<file path="src/rtl/vec_alu_seq_pkg.sv">
// Shared opcodes, FSM encoding and size defaults for the sequential vector ALU controller.
// Opcodes 0000-0010 are vector-vector; the remaining legal opcodes take the latched scalar as operand B.
package vec_alu_seq_pkg;

  localparam int VLEN_DEF = 8;
  localparam int NREG_DEF = 8;
  localparam int EW_DEF   = 8;

  localparam logic [3:0] OP_OR     = 4'b0000;
  localparam logic [3:0] OP_ADD_VV = 4'b0001;
  localparam logic [3:0] OP_SUB_VV = 4'b0010;
  localparam logic [3:0] OP_XOR_VS = 4'b0101;
  localparam logic [3:0] OP_SHL    = 4'b0110;
  localparam logic [3:0] OP_SHR    = 4'b0111;
  localparam logic [3:0] OP_ROL    = 4'b1000;
  localparam logic [3:0] OP_ROR    = 4'b1001;
  localparam logic [3:0] OP_ADD_VS = 4'b1010;
  localparam logic [3:0] OP_SUB_VS = 4'b1011;
  localparam logic [3:0] OP_VFS    = 4'b1111;

  typedef enum logic [2:0] {
    S_IDLE  = 3'd0,
    S_READ  = 3'd1,
    S_EXEC  = 3'd2,
    S_WRITE = 3'd3,
    S_DONE  = 3'd4
  } state_t;

endpackage

</file>
<file path="src/rtl/vec_op_decode.sv">
// Combinational opcode classifier: legality and whether operand B comes from the scalar.
// Zero latency; no flow control.
module vec_op_decode
  import vec_alu_seq_pkg::*;
(
  input  logic [3:0] opcode,
  output logic       legal,
  output logic       use_scalar
);

  always_comb begin
    legal      = 1'b0;
    use_scalar = 1'b0;
    unique case (opcode)
      OP_OR, OP_ADD_VV, OP_SUB_VV: begin
        legal = 1'b1;
      end
      OP_XOR_VS, OP_SHL, OP_SHR, OP_ROL, OP_ROR, OP_ADD_VS, OP_SUB_VS, OP_VFS: begin
        legal      = 1'b1;
        use_scalar = 1'b1;
      end
      default: begin
        legal      = 1'b0;
        use_scalar = 1'b0;
      end
    endcase
  end

endmodule

</file>
<file path="src/rtl/vec_alu_seq.sv">
// Sequences one vector instruction element by element: READ -> EXEC -> WRITE per element, then DONE.
// 3 cycles per element plus one DONE cycle; start is only accepted while idle (no queueing).
module vec_alu_seq
  import vec_alu_seq_pkg::*;
#(
  parameter  int VLEN = VLEN_DEF,
  parameter  int NREG = NREG_DEF,
  parameter  int EW   = EW_DEF,
  localparam int IW   = $clog2(VLEN),
  localparam int RW   = $clog2(NREG),
  localparam int AW   = RW + IW
) (
  input  logic          clk,
  input  logic          reset,
  input  logic          start,
  input  logic [3:0]    opcode,
  input  logic [RW-1:0] vs1,
  input  logic [RW-1:0] vs2,
  input  logic [RW-1:0] vd,
  input  logic [EW-1:0] scalar,
  output logic          busy,
  output logic          done,
  output logic          err,
  output logic [AW-1:0] rf_ra_a,
  output logic [AW-1:0] rf_ra_b,
  input  logic [EW-1:0] rf_rd_a,
  input  logic [EW-1:0] rf_rd_b,
  output logic [EW-1:0] alu_a,
  output logic [EW-1:0] alu_b,
  output logic [3:0]    alu_op,
  input  logic [EW-1:0] alu_res,
  output logic          rf_we,
  output logic [AW-1:0] rf_wa,
  output logic [EW-1:0] rf_wd
);

  state_t        state_q, state_d;
  logic [IW-1:0] idx_q;
  logic [3:0]    op_q;
  logic [RW-1:0] vs1_q, vs2_q, vd_q;
  logic [EW-1:0] scalar_q;
  logic [EW-1:0] res_q;
  logic          legal_q;
  logic          scal_q;
  logic          dec_legal;
  logic          dec_scalar;
  logic          last_elem;
  logic          accept;

  vec_op_decode u_dec (
    .opcode     (opcode),
    .legal      (dec_legal),
    .use_scalar (dec_scalar)
  );

  assign last_elem = (idx_q == IW'(VLEN - 1));
  assign accept    = (state_q == S_IDLE) && start;

  always_ff @(posedge clk) begin
    if (reset) begin
      state_q  <= S_IDLE;
      idx_q    <= '0;
      op_q     <= '0;
      vs1_q    <= '0;
      vs2_q    <= '0;
      vd_q     <= '0;
      scalar_q <= '0;
      legal_q  <= 1'b0;
      scal_q   <= 1'b0;
      res_q    <= '0;
    end else begin
      state_q <= state_d;
      // Instruction fields are captured only here, so input activity mid-instruction is harmless.
      if (accept) begin
        op_q     <= opcode;
        vs1_q    <= vs1;
        vs2_q    <= vs2;
        vd_q     <= vd;
        scalar_q <= scalar;
        legal_q  <= dec_legal;
        scal_q   <= dec_scalar;
        idx_q    <= '0;
      end
      if (state_q == S_EXEC) begin
        res_q <= alu_res;
      end
      if ((state_q == S_WRITE) && !last_elem) begin
        idx_q <= idx_q + IW'(1);
      end
    end
  end

  always_comb begin
    state_d = state_q;
    busy    = 1'b1;
    done    = 1'b0;
    err     = 1'b0;
    rf_ra_a = '0;
    rf_ra_b = '0;
    alu_a   = '0;
    alu_b   = '0;
    alu_op  = '0;
    rf_we   = 1'b0;
    rf_wa   = '0;
    rf_wd   = '0;
    unique case (state_q)
      S_IDLE: begin
        busy = 1'b0;
        if (start) begin
          state_d = dec_legal ? S_READ : S_DONE;
        end
      end
      S_READ: begin
        rf_ra_a = {vs1_q, idx_q};
        rf_ra_b = {vs2_q, idx_q};
        state_d = S_EXEC;
      end
      S_EXEC: begin
        // Read data from the previous cycle's address is valid now.
        alu_a   = rf_rd_a;
        alu_b   = scal_q ? scalar_q : rf_rd_b;
        alu_op  = op_q;
        state_d = S_WRITE;
      end
      S_WRITE: begin
        rf_we   = 1'b1;
        rf_wa   = {vd_q, idx_q};
        rf_wd   = res_q;
        state_d = last_elem ? S_DONE : S_READ;
      end
      S_DONE: begin
        done    = 1'b1;
        err     = !legal_q;
        state_d = S_IDLE;
      end
      default: begin
        state_d = S_IDLE;
      end
    endcase
  end

endmodule

</file>
<file path="config.mk">
export PLATFORM = sky130hd
export DESIGN_NAME = vec_alu_seq
export DESIGN_NICKNAME = d
export VERILOG_FILES = /design/src/rtl/vec_alu_seq_pkg.sv /design/src/rtl/vec_op_decode.sv /design/src/rtl/vec_alu_seq.sv
export SDC_FILE = /design/constraint.sdc
export NUM_CORES = 1
export LEC_CHECK = 0
export ABC_AREA = 1
export BUFFER_PORTS_ARGS = -buffer_cell sky130_fd_sc_hd__buf_2
export CORE_ASPECT_RATIO = 0.75
export CORE_MARGIN = 2
export CORE_UTILIZATION = 40
export CTS_BUF_LIST = sky130_fd_sc_hd__clkbuf_16
export DETAILED_ROUTE_END_ITERATION = 8
export PLACE_DENSITY = 0.73
export SYNTH_ARGS = -nofsm -noshare
export SYNTH_HDL_FRONTEND = slang
export SYNTH_SLANG_ARGS = --single-unit
export TNS_END_PERCENT = 30
</file>
<file path="constraint.sdc">
create_clock -name clk -period 1.3 [get_ports clk]
set_input_delay 0 -clock clk [delete_from_list [all_inputs] [get_ports clk]]
set_output_delay 0 -clock clk [all_outputs]
set_load 0.01 [all_outputs]
</file>
-- Yosys cells after proc, flatten, opt, wreduce, memory -nomap -nowiden
Cells that the tools add are included.
- add/subtract/negate cells: 1
- multipliers: 0
- div/mod/pow operators: 0
- magnitude comparators: 0
- equal/unequal tests: 16
- shift operators: 0
- muxes and demuxes: 20
- bitwise logic cells: 0
- reduce and logical (&&, ||, !) cells: 9
- operators with widths (kind ; number):
    $mux W8 ; 4
    $eq A4 B4 Y1 const B ; 5
    $mux W6 ; 3
    $mux W3 ; 5
    $eq A4 B3 Y1 const B ; 3
    $pmux W3 S4 ; 1
    $reduce_or A11 Y1 ; 1
    $reduce_or A8 Y1 ; 1
    $eq A3 B2 Y1 const B ; 2
    $eq A3 B3 Y1 const B ; 2
    $mux W1 ; 6
    $eq A4 B1 Y1 const B ; 1
    $eq A4 B2 Y1 const B ; 1
    $logic_not A4 Y1 ; 1
    $mux W4 ; 1
    $add A3 B1 Y3 const B ; 1
    $eq A3 B1 Y1 const B ; 1
    $logic_not A3 Y1 ; 1
    $logic_and A1 B1 Y1 ; 2
    $logic_not A1 Y1 ; 2
    $ne A2 B2 Y1 const B ; 1
    $reduce_bool A2 Y1 ; 1
- register bits after elaboration: 37
- latch bits: 0
- RAM bits: 0
- ROM bits: 0
- input bits: 48
- output and inout port bits: 50
- logic and storage cells: 56
- memories: 0

-- Longest topological paths before layout
- word-level depth: 6
- depth in mapped cells: 7
- mapped depth without buffers: 6

-- Cells and area by module
Synthesis repeated with hierarchy kept, for this count alone.
- cell total of the unflattened synthesis: 312
- area, all modules: 1891.8 µm²
- modules (own cells, without submodules) (module ; times used ; cells an instance ; area an instance (µm²)):
    vec_alu_seq ; 1 ; 299 ; 1834.3
    vec_op_decode ; 1 ; 13 ; 57.6

-- Worst setup path before layout
Ideal clock, no wire load.
- path type: register -> register
- start: register idx_q[0]
- end: register idx_q[1]
- arrival: 1.043 ns
- required time: 1.184 ns
- path slack: 0.141 ns
- stages on the path, launching flop included: 7
- path buffers: 0
- clock period less this slack: 1.159 ns
- cells stage by stage: dfxtp_1 -> ha_1 -> ha_1 -> nor2_2 -> inv_1 -> nand3_1 -> a21oi_1
- longest elaborated chain between the ends: 4
- ends and longest elaborated chain (element ; line ; RTL):
    from (decl) ; vec_alu_seq.sv:38 ; logic [IW-1:0] idx_q;
    from (signal assigned) ; vec_alu_seq.sv:88 ; idx_q <= idx_q + IW'(1);
    branches (longest 4 deep; another with $add A3 B1 Y3) ; - ;
Parallel ways; which one is timed is not known.
A chain may end at the register's enable or synchronous reset.

-- Worst setup path after layout
- start: register state_q[0]
- end: output alu_b[0]
- longest elaborated chain between the ends: 2
- ends and longest elaborated chain (element ; line ; RTL):
    from (decl) ; vec_alu_seq.sv:37 ; state_t state_q, state_d;
    from (signal assigned) ; vec_alu_seq.sv:72 ; state_q <= state_d;
    $eq A3 B2 Y1 ; vec_alu_seq.sv:106 ; unique case (state_q)
    $mux W8 ; vec_alu_seq.sv:106 ;
    to (decl) ; vec_alu_seq.sv:29 ; output logic [EW-1:0] alu_b,
Every way passes these cells.

==> metrics.csv <==
metric;value;unit
tns;0;ns
relSlewSlack;77.4;%
period_needed;1.30;ns
syn_area;1790;um2
drtIter0Drc;82;
synth_edf_count;0;
synth-seq-cells;37;
antenna_left;0;
cts_made_buffers;5;
crit_fanout;11;
dieArea;5030;um2
synthFlopType;dfxtp_1;
worstHoldPathCells;3;
rows;21;
hpwl;3300;um
syn-num-nets;317;
io_pins;98;
power.share.clock;32.5;%
coreArea;4390;um2
ys_seq_area_share;41.4;%
cp-start-kind;register;
finalCritPeriodShare;99.6;%
p_seq_share;39.7;%
fmax;772;MHz
area_growth;59.3;%
grt_pass1_vias;1755;
switching_share;30.3;%
skew;0.00585;ns
clockBufferDepth;2;
post-route-drc-count;0;
max_cap_viol_count;0;
status;finished, violations left;
die_width;81.3;um
violations;hold timing;
cts.sinks;37;
syn_inst;267;
grt_max_degree;31;
synth_top_cell_by_area;dfxtp_1;
synthTopCellsByArea;dfxtp_1, nor2_1, a21oi_1;
ir_worst_vdd;0.677;mV
fp.dieH;61.9;um
synth-warning-count;0;
required;1.30;ns
grt_pass1_wl;7480;um
final_layout_size_suffix_gt1_share;37.0;%
grt_overflow;0;
first_pass_iters;4;
synth_commonest_cells;nor2_1, inv_1, a21oi_1, dfxtp_1, nand2_1;
final_nets;441;
fill_cells;399;
synth_cell_type_count;23;
hold_viol;1;
htreeDepth;2;
cts_root_buf;clkbuf_16;
setup_viol;0;
leakagePower;1.46;nW
antenna_cells;0;
powerDensity;1220;nW/um2
drt_wl_total;4930;um
synth_most_common_cell;nor2_1;
initial_utilization;40.8;%
syn_area_per_cell;6.71;um2
rsz0062_at_grt;true;
vias_per_cell;4.60;
insertion_delay;0.28;ns
wl_per_cell;11.0;um
hp-class;in -> reg;
fin_hold_ws;-0.00739;ns
antenna_found_initial;0;
p_comb_share;27.8;%
netlist.area_leader.share;41.4;%
crit_arrival;1.30;ns
power;3.49;mW
grt_util_all_layers;19.5;%
end_kind;primary output;
gp_congestion;0.744;
synthArstFlopShare;0;%
path_clk_slew;0.06;ns
p_int;2.43;mW
io_buffers;97;
critical_path_class;reg -> out;
num_vias;2067;
drv_slew;0;
p_switching;1.06;mW
reg2reg_depth;8;
worst_slew_pin_slew;0.336;ns
cts_tree;done;
[kinds of logic after synthesis]
logic type	count (synthesis)	share of synthesized area [%]
buffers and inverters	61	14.2
flip-flops	37	41.4
AO/OA/AOI/OAI	72	20.4
AND/OR/NAND/NOR	95	22.6
adder cells (fa/ha/maj)	2	1.40
[layout by cell type, fill, tap and decap left out]
master / netlist / final
o21a_1: 1 / 1
inv_4: 0 / 2
nor2_1: 53 / 49
a21oi_1: 37 / 32
buf_8: 0 / 1
nor3_1: 1 / 1
ha_1: 2 / 2
buf_2: 2 / 97
nand3_1: 7 / 6
nand2_1: 26 / 25
inv_1: 44 / 44
o211ai_1: 1 / 1
nor2_4: 2 / 3
clkbuf_16: 0 / 6
nand4_1: 2 / 2
nand3_4: 0 / 2
nor2_2: 1 / 4
buf_6: 0 / 3
clkinv_2: 0 / 2
nand2_4: 1 / 3
inv_2: 2 / 1
dfxtp_2: 0 / 3
o21ai_1: 9 / 10
dfxtp_1: 37 / 33
o21ai_0: 24 / 23
a21oi_2: 0 / 5
dfxtp_4: 0 / 1
dlygate4sd3_1: 0 / 18
buf_4: 6 / 10
buf_12: 0 / 2
[sequential cells by signal, indices dropped and copies added (netlist names)]
register  flops
idx_q         3
legal_q       1
op_q          4
res_q         8
scal_q        1
scalar_q      8
state_q       3
vd_q          3
vs1_q         3
vs2_q         3
[critical path, stage by stage (launching register included)]
cell     delay (ns)
dfxtp_4        0.37
nor2_4         0.13
nand2_4        0.09
buf_8          0.15
a21oi_1        0.12
buf_2          0.15
[power by group through the flow]
stage,sequential (mW),clock (mW),combinational (mW)
after detailed placement,1.39,0,0.776
after global placement,1.39,0,0.762
after global routing,1.40,1.22,1.08
after floorplan,1.37,0,0.512
after CTS,1.38,1.16,0.861
final,1.38,1.13,0.971
[through the flow]
step	utilization [%]	area, um2	cells	setup slack, ns
after CTS	62.3	2730	443	-0.00923
after global placement	53.9	2370	416	0.113
after global routing	65.0	2850	449	-0.0374
final	65.0	2850	449	0.00480
after floorplan	-	1790	267	0.141
after detailed placement	53.9	2370	416	0.0666
[final cells by class]
| cell class | count | area [um2] | share of cell area, % |
|---|---|---|---|
| clock inverters | 3 | 13.8 | 0.482 |
| well taps | 57 | 71.3 | 2.50 |
| inverters | 46 | 178 | 6.23 |
| repair buffers | 132 | 855 | 30.0 |
| multi-input cells | 169 | 862 | 30.2 |
| clock buffers | 5 | 125 | 4.39 |
| flip-flops and latches | 37 | 748 | 26.2 |
[final timing paths]
kind / from / end / slack [ns]
worst max-delay path: state_q[0] / alu_b[0] / 0.005
worst min-delay path: vd[0] / vd_q[0] / -0.007
worst max register to register: state_q[0] / vs1_q[1] / 0.04
worst min register to register: vd_q[1] / vd_q[1] / 0.45
[per-layer routing]
layer,share of wire [%],GRT usage [%],vias up
li1,-,-,1083
met5,0,0,-
met1,44,23.8,898
met4,1.3,7.26,0
met2,47,33.4,79
met3,7.9,5.35,7
[what timing repair did]
action | CTS | global route
pin swaps | 1 | 1
endpoints found under the setup margin | 32 | 58
hold buffers | 18 | 0
gates cloned | 0 | 1
gates resized for setup | 13 | 17
buffers inserted | 1 | 5
endpoints found under the hold margin | 20 | 0
No activity file was read; power rests on OpenSTA's default activity.
